$ cat src/rtl/dispatcher.sv
// Issue-side dispatcher: one-entry holding stage between the decoder and the RS/LSB, with ROB allocation and rename.
// Optional DISPATCH_PERF_EN adds issue / ROB-stall / unit-stall event counters.
module dispatcher #(
    parameter int DATA_W   = 32,
    parameter int ADDR_W   = 32,
    parameter int ROB_ID_W = 4,
    parameter int OPENUM_W = 6,
    parameter int REG_W    = 5
) (
    input  logic                clk,
    input  logic                rst,
    input  logic                rdy,

    input  logic                dec_valid,
    input  logic                dec_is_ls,
    input  logic [OPENUM_W-1:0] dec_openum,
    input  logic [REG_W-1:0]    dec_rd,
    input  logic [REG_W-1:0]    dec_rs1,
    input  logic [REG_W-1:0]    dec_rs2,
    input  logic [DATA_W-1:0]   dec_imm,
    input  logic [ADDR_W-1:0]   dec_pc,
    output logic                ready_to_decoder,

    output logic [REG_W-1:0]    rf_rs1_idx,
    output logic [REG_W-1:0]    rf_rs2_idx,
    input  logic [ROB_ID_W-1:0] rf_Q1,
    input  logic [ROB_ID_W-1:0] rf_Q2,
    input  logic [DATA_W-1:0]   rf_V1,
    input  logic [DATA_W-1:0]   rf_V2,

    input  logic                rob_Q1_ready,
    input  logic                rob_Q2_ready,
    input  logic [DATA_W-1:0]   rob_V1,
    input  logic [DATA_W-1:0]   rob_V2,
    input  logic                rob_full,
    input  logic [ROB_ID_W-1:0] rob_next_id,
    output logic                rob_alloc_en,
    output logic [REG_W-1:0]    rob_alloc_rd,
    output logic [OPENUM_W-1:0] rob_alloc_openum,
    output logic [ADDR_W-1:0]   rob_alloc_pc,

    output logic                rename_en,
    output logic [REG_W-1:0]    rename_rd,
    output logic [ROB_ID_W-1:0] rename_rob_id,

    input  logic                rs_full,
    input  logic                lsb_full,
    output logic                enable_to_rs,
    output logic                enable_to_lsb,
    output logic [OPENUM_W-1:0] openum_out,
    output logic [DATA_W-1:0]   V1_out,
    output logic [DATA_W-1:0]   V2_out,
    output logic [ROB_ID_W-1:0] Q1_out,
    output logic [ROB_ID_W-1:0] Q2_out,
    output logic [ADDR_W-1:0]   pc_out,
    output logic [DATA_W-1:0]   imm_out,
    output logic [ROB_ID_W-1:0] rob_id_out,

    input  logic                valid_arith_cdb,
    input  logic [ROB_ID_W-1:0] rob_id_arith_cdb,
    input  logic [DATA_W-1:0]   result_arith_cdb,
    input  logic                valid_ls_cdb,
    input  logic [ROB_ID_W-1:0] rob_id_ls_cdb,
    input  logic [DATA_W-1:0]   result_ls_cdb,

`ifdef DISPATCH_PERF_EN
    output logic [31:0]         perf_issued,
    output logic [31:0]         perf_stall_rob,
    output logic [31:0]         perf_stall_unit,
`endif
    input  logic                misbranch_flag
);

    // state    | meaning
    // ST_EMPTY | holding stage free, decoder may push
    // ST_HELD  | one decoded instruction waiting to issue
    typedef enum logic {ST_EMPTY, ST_HELD} state_t;

    localparam logic [ROB_ID_W-1:0] ZERO_ROB   = '0;
    localparam logic [OPENUM_W-1:0] OPENUM_NOP = '0;

    state_t              state, state_next;
    logic                h_is_ls;
    logic [OPENUM_W-1:0] h_openum;
    logic [REG_W-1:0]    h_rd, h_rs1, h_rs2;
    logic [DATA_W-1:0]   h_imm;
    logic [ADDR_W-1:0]   h_pc;

    logic                issue, accept, unit_full;
    logic [ROB_ID_W-1:0] q1_res, q2_res;
    logic [DATA_W-1:0]   v1_res, v2_res;

    function automatic void resolve(
        input  logic [REG_W-1:0]    src,
        input  logic [ROB_ID_W-1:0] rf_q,
        input  logic [DATA_W-1:0]   rf_v,
        input  logic                rob_rdy,
        input  logic [DATA_W-1:0]   rob_v,
        output logic [ROB_ID_W-1:0] q,
        output logic [DATA_W-1:0]   v
    );
        q = ZERO_ROB;
        v = '0;
        if (src != '0) begin
            if (rf_q == ZERO_ROB)
                v = rf_v;
            else if (rob_rdy)
                v = rob_v;
            else if (valid_arith_cdb && rob_id_arith_cdb == rf_q)
                v = result_arith_cdb;
            else if (valid_ls_cdb && rob_id_ls_cdb == rf_q)
                v = result_ls_cdb;
            else
                q = rf_q;
        end
    endfunction

    always_ff @(posedge clk or negedge rst) begin
        if (!rst)
            state <= ST_EMPTY;
        else
            state <= state_next;
    end

    always_comb begin
        state_next       = state;
        issue            = 1'b0;
        accept           = 1'b0;
        ready_to_decoder = 1'b0;
        unit_full        = h_is_ls ? lsb_full : rs_full;
        if (rdy && misbranch_flag) begin
            state_next = ST_EMPTY;
        end else if (rdy) begin
            issue            = (state == ST_HELD) && !rob_full && !unit_full;
            ready_to_decoder = (state == ST_EMPTY) || issue;
            accept           = ready_to_decoder && dec_valid;
            if (accept)
                state_next = ST_HELD;
            else if (issue)
                state_next = ST_EMPTY;
        end
    end

    always_comb begin
        resolve(h_rs1, rf_Q1, rf_V1, rob_Q1_ready, rob_V1, q1_res, v1_res);
        resolve(h_rs2, rf_Q2, rf_V2, rob_Q2_ready, rob_V2, q2_res, v2_res);
    end

    assign rf_rs1_idx       = h_rs1;
    assign rf_rs2_idx       = h_rs2;
    assign rob_alloc_en     = issue;
    assign rob_alloc_rd     = h_rd;
    assign rob_alloc_openum = h_openum;
    assign rob_alloc_pc     = h_pc;
    assign rename_en        = issue && (h_rd != '0);
    assign rename_rd        = h_rd;
    assign rename_rob_id    = rob_next_id;

    always_ff @(posedge clk or negedge rst) begin
        if (!rst) begin
            h_is_ls  <= 1'b0;
            h_openum <= OPENUM_NOP;
            h_rd     <= '0;
            h_rs1    <= '0;
            h_rs2    <= '0;
            h_imm    <= '0;
            h_pc     <= '0;
        end else if (accept) begin
            h_is_ls  <= dec_is_ls;
            h_openum <= dec_openum;
            h_rd     <= dec_rd;
            h_rs1    <= dec_rs1;
            h_rs2    <= dec_rs2;
            h_imm    <= dec_imm;
            h_pc     <= dec_pc;
        end
    end

    // Issue bundle: operand fields keep their last values between issues, only the opcode drops to NOP.
    always_ff @(posedge clk or negedge rst) begin
        if (!rst) begin
            enable_to_rs  <= 1'b0;
            enable_to_lsb <= 1'b0;
            openum_out    <= OPENUM_NOP;
            V1_out        <= '0;
            V2_out        <= '0;
            Q1_out        <= ZERO_ROB;
            Q2_out        <= ZERO_ROB;
            pc_out        <= '0;
            imm_out       <= '0;
            rob_id_out    <= ZERO_ROB;
        end else if (rdy) begin
            if (issue) begin
                enable_to_rs  <= !h_is_ls;
                enable_to_lsb <= h_is_ls;
                openum_out    <= h_openum;
                V1_out        <= v1_res;
                V2_out        <= v2_res;
                Q1_out        <= q1_res;
                Q2_out        <= q2_res;
                pc_out        <= h_pc;
                imm_out       <= h_imm;
                rob_id_out    <= rob_next_id;
            end else begin
                enable_to_rs  <= 1'b0;
                enable_to_lsb <= 1'b0;
                openum_out    <= OPENUM_NOP;
            end
        end
    end

`ifdef DISPATCH_PERF_EN
    logic stall_rob, stall_unit;
    assign stall_rob  = rdy && !misbranch_flag && (state == ST_HELD) && rob_full;
    assign stall_unit = rdy && !misbranch_flag && (state == ST_HELD) && !rob_full && unit_full;

    always_ff @(posedge clk or negedge rst) begin
        if (!rst) begin
            perf_issued     <= '0;
            perf_stall_rob  <= '0;
            perf_stall_unit <= '0;
        end else begin
            if (issue)      perf_issued     <= perf_issued + 32'd1;
            if (stall_rob)  perf_stall_rob  <= perf_stall_rob + 32'd1;
            if (stall_unit) perf_stall_unit <= perf_stall_unit + 32'd1;
        end
    end
`endif

endmodule
$ cat config.mk
export PLATFORM = sky130hd
export DESIGN_NAME = dispatcher
export DESIGN_NICKNAME = d
export VERILOG_FILES = /design/src/rtl/dispatcher.sv
export SDC_FILE = /design/constraint.sdc
export NUM_CORES = 1
export LEC_CHECK = 0
export BUFFER_PORTS_ARGS = -buffer_cell sky130_fd_sc_hd__buf_2
export CAP_MARGIN = 20
export CORE_AREA = 2 2 204 206
export CTS_CLUSTER_SIZE = 8
export DETAILED_ROUTE_END_ITERATION = 16
export DIE_AREA = 0 0 206 208
export RECOVER_POWER = 25
export REMOVE_ABC_BUFFERS = 1
export SYNTH_ARGS = -nofsm -noshare
export SYNTH_HDL_FRONTEND = slang
export SYNTH_SLANG_ARGS = --single-unit
$ cat constraint.sdc
create_clock -name clk -period 2.6 [get_ports clk]
set_input_delay 0.13 -clock clk [delete_from_list [all_inputs] [get_ports clk]]
set_output_delay 0.13 -clock clk [all_outputs]
set_load 0.005 [all_outputs]
==> run metrics, run 1 <==
fillers=approximately 3700; total count of hold-check failures in the final report=0; final period utilization=0.941; final standard cell area without fillers=19100 µm²; routed length per placed instance=20.3 µm; fraction of the mapped netlist area in compound gates=0.158; unrepaired setup endpoints after global routing=no; Final HPWL DP=roughly 35 mm; sort of element at the end of the critical path=flip-flop; IO Count=between 500 and 600; routability cong.=0.871; static leakage=just under 10 nW; status=finished, violations left; category of the most critical setup path=in2reg; post-detailed-route DRC marker count=0; largest clock skew in the final design=0.0151 ns; Worst-path clk slew=roughly 0.050 ns; number of cells upsized or downsized after cts=0; number of cells on the worst reg-to-reg path=7; multiplexer share of the synthesized area=0.144; number of standard cells after synthesis=1308; xor/xnor share of the synthesized area=0.0115; grt total ovfl=0; Post-DRT Antenna Nets=0; count of standard-cell rows=74; largest fanout on the critical path=63; buffers inserted by post-CTS timing repair=0; TritonCTS clock tree=done; startpoint type of the worst setup path=input port; EDFF count, synth=0; total track usage=0.234; Synth Area in Adders=0; share of total power consumed by net switching=0.317; sequential share of power=0.404; clock latency on the worst-skew pair=roughly 0.54 ns; RR Startpoint=h_is_ls$_DFFE_PN0P_; count of yosys warnings during synthesis=0; mean instance size in the synthesized netlist=9.35 µm²; worst slew margin relative to its limit=-0.339; dominant combinational cell family by area after synthesis=simple AND/OR/NAND/NOR gates; Die Span Y=208 µm; pin count of the biggest net entering global routing=between 90 and 100; antenna violations before repair=8; Netlist Area Pre-Place=12200 µm²; first-pass GRT wire length=78.0 mm; worst min-delay path category=in2reg; full die area=around 43000 µm²; cell area after placement=15500 µm²; Clock Power Share=0.307; Die X-Extent=206 µm; number of distinct standard cells referenced by the synthesized netlist=42; most frequently used flop master after synthesis=sky130_fd_sc_hd__dfrtp_1; power density over cell area=roughly 700 nW/µm²; area used by sequential logic in the layout=5880 µm²; data required time of the critical path=around 3.0 ns; power after layout=0.0135 W; launch point of the critical path=rf_Q1[0]; Total Routed Length=52.8 mm; number of buffers added by the clock tree synthesis step=35; number of clock sinks=235; highest clock rate=0.409 GHz; area added between synthesis and finish=55.8%; max cap viols=1; worst ir drop on vdd=0.543 mV; Final Max Slew Viols=83; violated checks=capacitance limit, slew limit; endpoint arrival time on the critical path=2.84 ns; combinational cell fraction of total power=0.289; Sw Pwr=0.00430 W; detailed-route vias per instance=5.07; #FFs+latches synth=235; number of buffers on the longest clock path=3; core outline area=40600 µm²; vias in the first global route=approximately 14000; internal power component=0.00924 W; maximum level of the CTS H-tree=2; Least-Margin Pin Slew=2.01 ns; time the worst path needs with I/O delays and setup=2.45 ns; hold-critical path depth=5; initial drt markers=1042; simple-gate area share of the yosys netlist=0.161; aggregate negative setup slack=0 ns; length of the first detailed-routing pass in iterations=5; delay contributed by the slowest stage of the critical path=0.56 ns; Root Buffer=sky130_fd_sc_hd__clkbuf_16; slowest CP cell=sky130_fd_sc_hd__dlygate4sd3_1; total of endpoints with negative setup slack in the final report=0; crit-path cells=dlygate4sd3_1, buf_2, or4_4, buf_4, nor2_1, nor2_1, dlygate4sd3_1, a21oi_1, o21ai_1; Worst Hold Launch=result_arith_cdb[13]; initial standard-cell utilization of the core=0.302; multi-input gate area in the final layout=roughly 5900 µm²; share of layout cells above drive strength 1=0.339; count of port buffers added during placement=522; share of async-settable or async-resettable flops after synthesis=1.00; sequential-to-total area share from yosys stat=0.481; routed vias=~13000; Net count, final=around 2400
==> worst paths after layout <==
path                                           end  slack [ns]
hold reg to reg            imm_out[14]$_DFFE_PN0P_        0.46
setup / recovery            V1_out[16]$_DFFE_PN0P_        0.15
max in group asynchronous   V2_out[18]$_DFFE_PN0P_        0.61
setup reg to reg            V2_out[18]$_DFFE_PN0P_        0.25
hold / removal              V2_out[13]$_DFFE_PN0P_        0.03
min in group asynchronous     h_imm[4]$_DFFE_PN0P_        0.70
==> layout make-up <==
cell class,instances,area share
repair buffers,822,0.295
clock buffers,38,0.0476
diodes,6,0.000788
inverters,4,0.000788
multi-input cells,964,0.309
clock inverters,2,0.00315
well taps,532,0.0349
flip-flops and latches,235,0.309
==> registers in the layout, indices dropped and copies added, names as in the netlist, 4 cells and up <==
name              flops
V1_out               32
rename_rd             5
rob_alloc_pc         32
imm_out              32
pc_out               32
rob_id_out            4
Q1_out                4
Q2_out                4
rob_alloc_openum      6
openum_out            6
h_imm                32
rf_rs2_idx            5
rf_rs1_idx            5
V2_out               32
==> synth_stat cells, types with 2 or more instances <==
cell / n / share of area
sky130_fd_sc_hd__mux2_2: 46 / 0.042
sky130_fd_sc_hd__inv_1: 3 / 0.00092
sky130_fd_sc_hd__o31ai_1: 63 / 0.039
sky130_fd_sc_hd__a21oi_1: 65 / 0.027
sky130_fd_sc_hd__nor3_1: 2 / 0.00082
sky130_fd_sc_hd__buf_6: 9 / 0.0083
sky130_fd_sc_hd__a22o_1: 15 / 0.011
sky130_fd_sc_hd__nor4_1: 4 / 0.0020
sky130_fd_sc_hd__and2_1: 63 / 0.032
sky130_fd_sc_hd__nand4_1: 3 / 0.0015
sky130_fd_sc_hd__buf_4: 9 / 0.0055
sky130_fd_sc_hd__nand2_1: 240 / 0.074
sky130_fd_sc_hd__buf_1: 14 / 0.0043
sky130_fd_sc_hd__o21ai_1: 31 / 0.013
sky130_fd_sc_hd__nand3_1: 2 / 0.00082
sky130_fd_sc_hd__mux2i_1: 63 / 0.052
sky130_fd_sc_hd__clkbuf_1: 54 / 0.017
sky130_fd_sc_hd__dfrtp_1: 235 / 0.48
sky130_fd_sc_hd__xor2_1: 10 / 0.0072
sky130_fd_sc_hd__o21ai_0: 159 / 0.065
sky130_fd_sc_hd__mux2_4: 41 / 0.050
sky130_fd_sc_hd__xnor2_1: 6 / 0.0043
sky130_fd_sc_hd__or4_1: 4 / 0.0025
sky130_fd_sc_hd__buf_2: 21 / 0.0086
sky130_fd_sc_hd__nor2_1: 129 / 0.040
==> cells in the final DEF, fill, tap and decap left out, types with 3 or more instances in the layout <==
cell and n:
sky130_fd_sc_hd__a21oi_1 65, sky130_fd_sc_hd__a22o_1 15, sky130_fd_sc_hd__and2_1 63, sky130_fd_sc_hd__buf_12 9, sky130_fd_sc_hd__buf_2 521, sky130_fd_sc_hd__buf_4 29
sky130_fd_sc_hd__clkbuf_1 3, sky130_fd_sc_hd__clkbuf_16 35, sky130_fd_sc_hd__dfrtp_1 235, sky130_fd_sc_hd__diode_2 6, sky130_fd_sc_hd__dlygate4sd3_1 261, sky130_fd_sc_hd__mux2_2 46
sky130_fd_sc_hd__mux2_4 41, sky130_fd_sc_hd__mux2i_1 63, sky130_fd_sc_hd__nand2_1 240, sky130_fd_sc_hd__nand4_1 3, sky130_fd_sc_hd__nor2_1 128, sky130_fd_sc_hd__nor4_1 4
sky130_fd_sc_hd__o21ai_0 159, sky130_fd_sc_hd__o21ai_1 31, sky130_fd_sc_hd__o31ai_1 63, sky130_fd_sc_hd__xnor2_1 6, sky130_fd_sc_hd__xor2_1 10
==> power groups by stage <==
stage	Clock [W]	Sequential (W)	Combinational (W)
after detailed placement	0	0.00547	0.00358
after global routing	0.00442	0.00559	0.00432
after CTS	0.00429	0.00545	0.00389
after global placement	0	0.00544	0.00352
after floorplan	0	0.00544	0.00152
final	0.00416	0.00547	0.00391
==> cells by family after synthesis <==
logic type,Yosys count
buffers and inverters,111
muxes,150
xor gates and xnor gates,16
DFF,235
and+or+nand+nor,457
AOI/OAI and AO/OA,339
==> per-layer routing <==
layer  global-route usage  part of all wire  routed length (µm)
met1                0.271              0.38               20100
met2                0.398              0.48               25600
met3               0.0730             0.097                5130
met4               0.0948             0.036                1910
met5                    0           0.00078                  41
==> critical path, delay by kind of cell <==
kind,cells,cell delay [ns]
compound gates,2,0.20
simple gates,3,0.84
buf+inv,4,1.60
==> through the flow <==
stage | std cells | hold WS [ns] | worst slack [ns] | utilization
after floorplan | 1201 | -0.166 | -5.97 | -
after global placement | 2294 | 0.190 | 0.373 | 0.381
after detailed placement | 2294 | 0.187 | 0.268 | 0.381
after CTS | 2595 | 0.00136 | 0.143 | 0.469
after global routing | 2600 | 0.0346 | 0.103 | 0.470
final | 2603 | 0.0306 | 0.153 | 0.470
==> timing repair <==
item | in CTS | in global routing
endpoints found under the hold margin | 244 | 0
setup endpoints to repair | 0 | 1
hold buffers | 261 | 0
Power figures use the tool's default switching activity.
==> inputs of run 2 (changes only) <==
- PLACE_DENSITY_LB_ADDON: unset -> 0.3
==> run 2 against run 1 <==
Effect of this change:
- the flow still finishes with violations (capacitance limit, slew limit)
- final cell count decreased by 0.85%
- clock skew decreased by 0.0025 ns
- design area decreased by 1.1%
- die area unchanged
- worst hold slack improved by 0.0099 ns
- register-to-register slack got worse by 0.05 ns
- wire length decreased by 4.9%
- non-clock buffer count decreased by 23
==> run metrics, run 2 (synthesis gave the netlist of run 1 again) <==
initial standard-cell utilization of the core=0.302 (unchanged); Worst-path clk slew=0.05 ns (about the same); routability cong.=0.874 (+0.29%); time the worst path needs with I/O delays and setup=2.40 ns (-0.0423 ns); leading cell types in the layout, fill and taps excluded=sky130_fd_sc_hd__buf_2, sky130_fd_sc_hd__dlygate4sd3_1, sky130_fd_sc_hd__nand2_1; category of the most critical setup path=reg2reg; number of buffers on the longest clock path=3 (unchanged); largest fanout on the critical path=63 (unchanged); TritonCTS clock tree=done; status=finished, violations left; area added between synthesis and finish=54.0%; antenna violations before repair=9 (+1); power after layout=0.0134 W (-1.1%); power density over cell area=711 nW/µm² (about the same); total count of hold-check failures in the final report=0 (unchanged); worst ir drop on vdd=0.496 mV (-8.6%); sort of element at the end of the critical path=flip-flop; buffers inserted by post-CTS timing repair=0 (unchanged); final period utilization=0.925 (-0.0163); count of port buffers added during placement=522 (unchanged); endpoint arrival time on the critical path=2.81 ns (-0.03 ns); IO Count=523 (unchanged); static leakage=9.79 nW (-1.0%); worst slew margin relative to its limit=-0.378 (-0.0394); leading cell type in the layout, fill and taps excluded=sky130_fd_sc_hd__buf_2; core outline area=40600 µm² (unchanged); hold slack=0.0405 ns (+0.00988 ns); max cap viols=1 (unchanged); maximum level of the CTS H-tree=2 (unchanged); unrepaired setup endpoints after global routing=no; fillers=3815 (+2.2%); grt total ovfl=0 (unchanged); Net count, final=2347 (-1.1%); Die Span Y=208 µm (unchanged); violated checks=capacitance limit, slew limit; initial drt markers=834 (-20%); total of endpoints with negative setup slack in the final report=0 (unchanged); first-pass GRT wire length=76.0 mm (-2.6%); full die area=42800 µm² (unchanged); startpoint type of the worst setup path=flip-flop; Root Buffer=sky130_fd_sc_hd__clkbuf_16; Total Routed Length=50.2 mm (-4.9%); share of layout cells above drive strength 1=0.341 (+0.00154); clock latency on the worst-skew pair=0.53 ns (about the same); Final HPWL DP=34.0 mm (-3.6%); highest clock rate=0.416 GHz (+1.8%); number of clock sinks=235 (unchanged); length of the first detailed-routing pass in iterations=7 (+2); post-detailed-route DRC marker count=0 (unchanged); data required time of the critical path=3.00 ns (about the same); routed vias=13000 (-1.7%); Final Max Slew Viols=83 (unchanged); pin count of the biggest net entering global routing=110 (+16%); worst min-delay path category=in2reg; Post-DRT Antenna Nets=0 (unchanged); total track usage=0.226 (-0.00822); count of standard-cell rows=74 (unchanged); largest clock skew in the final design=0.0126 ns (-0.00253 ns); routed length per placed instance=19.4 µm (-4.1%); Die X-Extent=206 µm (unchanged); Least-Margin Pin Slew=2.07 ns (+0.0592 ns); vias in the first global route=13500 (-2.4%); detailed-route vias per instance=5.02 (-0.88%); number of buffers added by the clock tree synthesis step=35 (unchanged)
-- run 2: per-layer routing --
| metal | up-vias | GRT usage | wire [µm] |
|---|---|---|---|
| met4 | 0 | 0.110 | 2190 |
| li1 | 5942 | - | - |
| met2 | 657 | 0.364 | 23300 |
| met3 | 132 | 0.0724 | 4840 |
| met1 | 6234 | 0.270 | 19800 |
| met5 | - | 0 | 0 |
-- run 2: path summary, 6_finish.rpt --
kind | cells past startpoint | slack (ns) | start | end
worst max-delay path | 7 | 0.20 | h_is_ls$_DFFE_PN0P_ | V1_out[7]$_DFFE_PN0P_
worst min-delay path | 5 | 0.04 | result_arith_cdb[9] | V2_out[9]$_DFFE_PN0P_
worst max register to register | 7 | 0.20 | h_is_ls$_DFFE_PN0P_ | V1_out[7]$_DFFE_PN0P_
worst min register to register | 2 | 0.46 | h_imm[15]$_DFFE_PN0P_ | imm_out[15]$_DFFE_PN0P_
max in group asynchronous | 3 | 0.47 | rst | V1_out[20]$_DFFE_PN0P_
min in group asynchronous | 2 | 0.75 | rst | pc_out[0]$_DFFE_PN0P_
-- run 2: timing repair --
| item | in CTS | in global routing |
|---|---|---|
| gates resized for setup | 1 | 1 |
| setup endpoints to repair | 1 | 3 |
| hold buffers | 241 | 0 |
| endpoints found under the hold margin | 239 | 0 |
-- run 2: worst max-delay path, cell delays in order, from the launching register on --
cell and delay [ns]:
sky130_fd_sc_hd__dfrtp_1 0.41, sky130_fd_sc_hd__mux2_4 0.33, sky130_fd_sc_hd__buf_4 0.32, sky130_fd_sc_hd__o21ai_0 0.28
sky130_fd_sc_hd__o31ai_1 0.10, sky130_fd_sc_hd__a21oi_1 0.13, sky130_fd_sc_hd__o21ai_1 0.08, sky130_fd_sc_hd__dlygate4sd3_1 0.55
-- run 2: final cells by class --
class                   instances  area, µm²  share of cell area
clock inverters                 2       32.5             0.00173
flip-flops and latches        235       5880               0.312
inverters                       4       17.5            0.000930
diodes                          8       20.0             0.00106
clock buffers                  39        901              0.0478
repair buffers                799       5450               0.289
well taps                     532        666              0.0353
multi-input cells             962       5870               0.312
-- run 2: power by group --
group          internal, W  switching (W)
Combinational      0.00202        0.00186
Sequential         0.00475       0.000691
Clock              0.00242        0.00164
-- run 2: metrics by stage --
stage	util	setup TNS, ns	cell area [µm²]	setup WS [ns]	std cells
finish	0.465	0	18800	0.196	2581
global route	0.464	0	18800	0.0590	2579
CTS	0.464	0	18800	0.0468	2573
detailed placement	0.381	0	15500	0.264	2291
global placement	0.381	0	15500	0.333	2291
floorplan	-	-798.52	11700	-5.97	1201
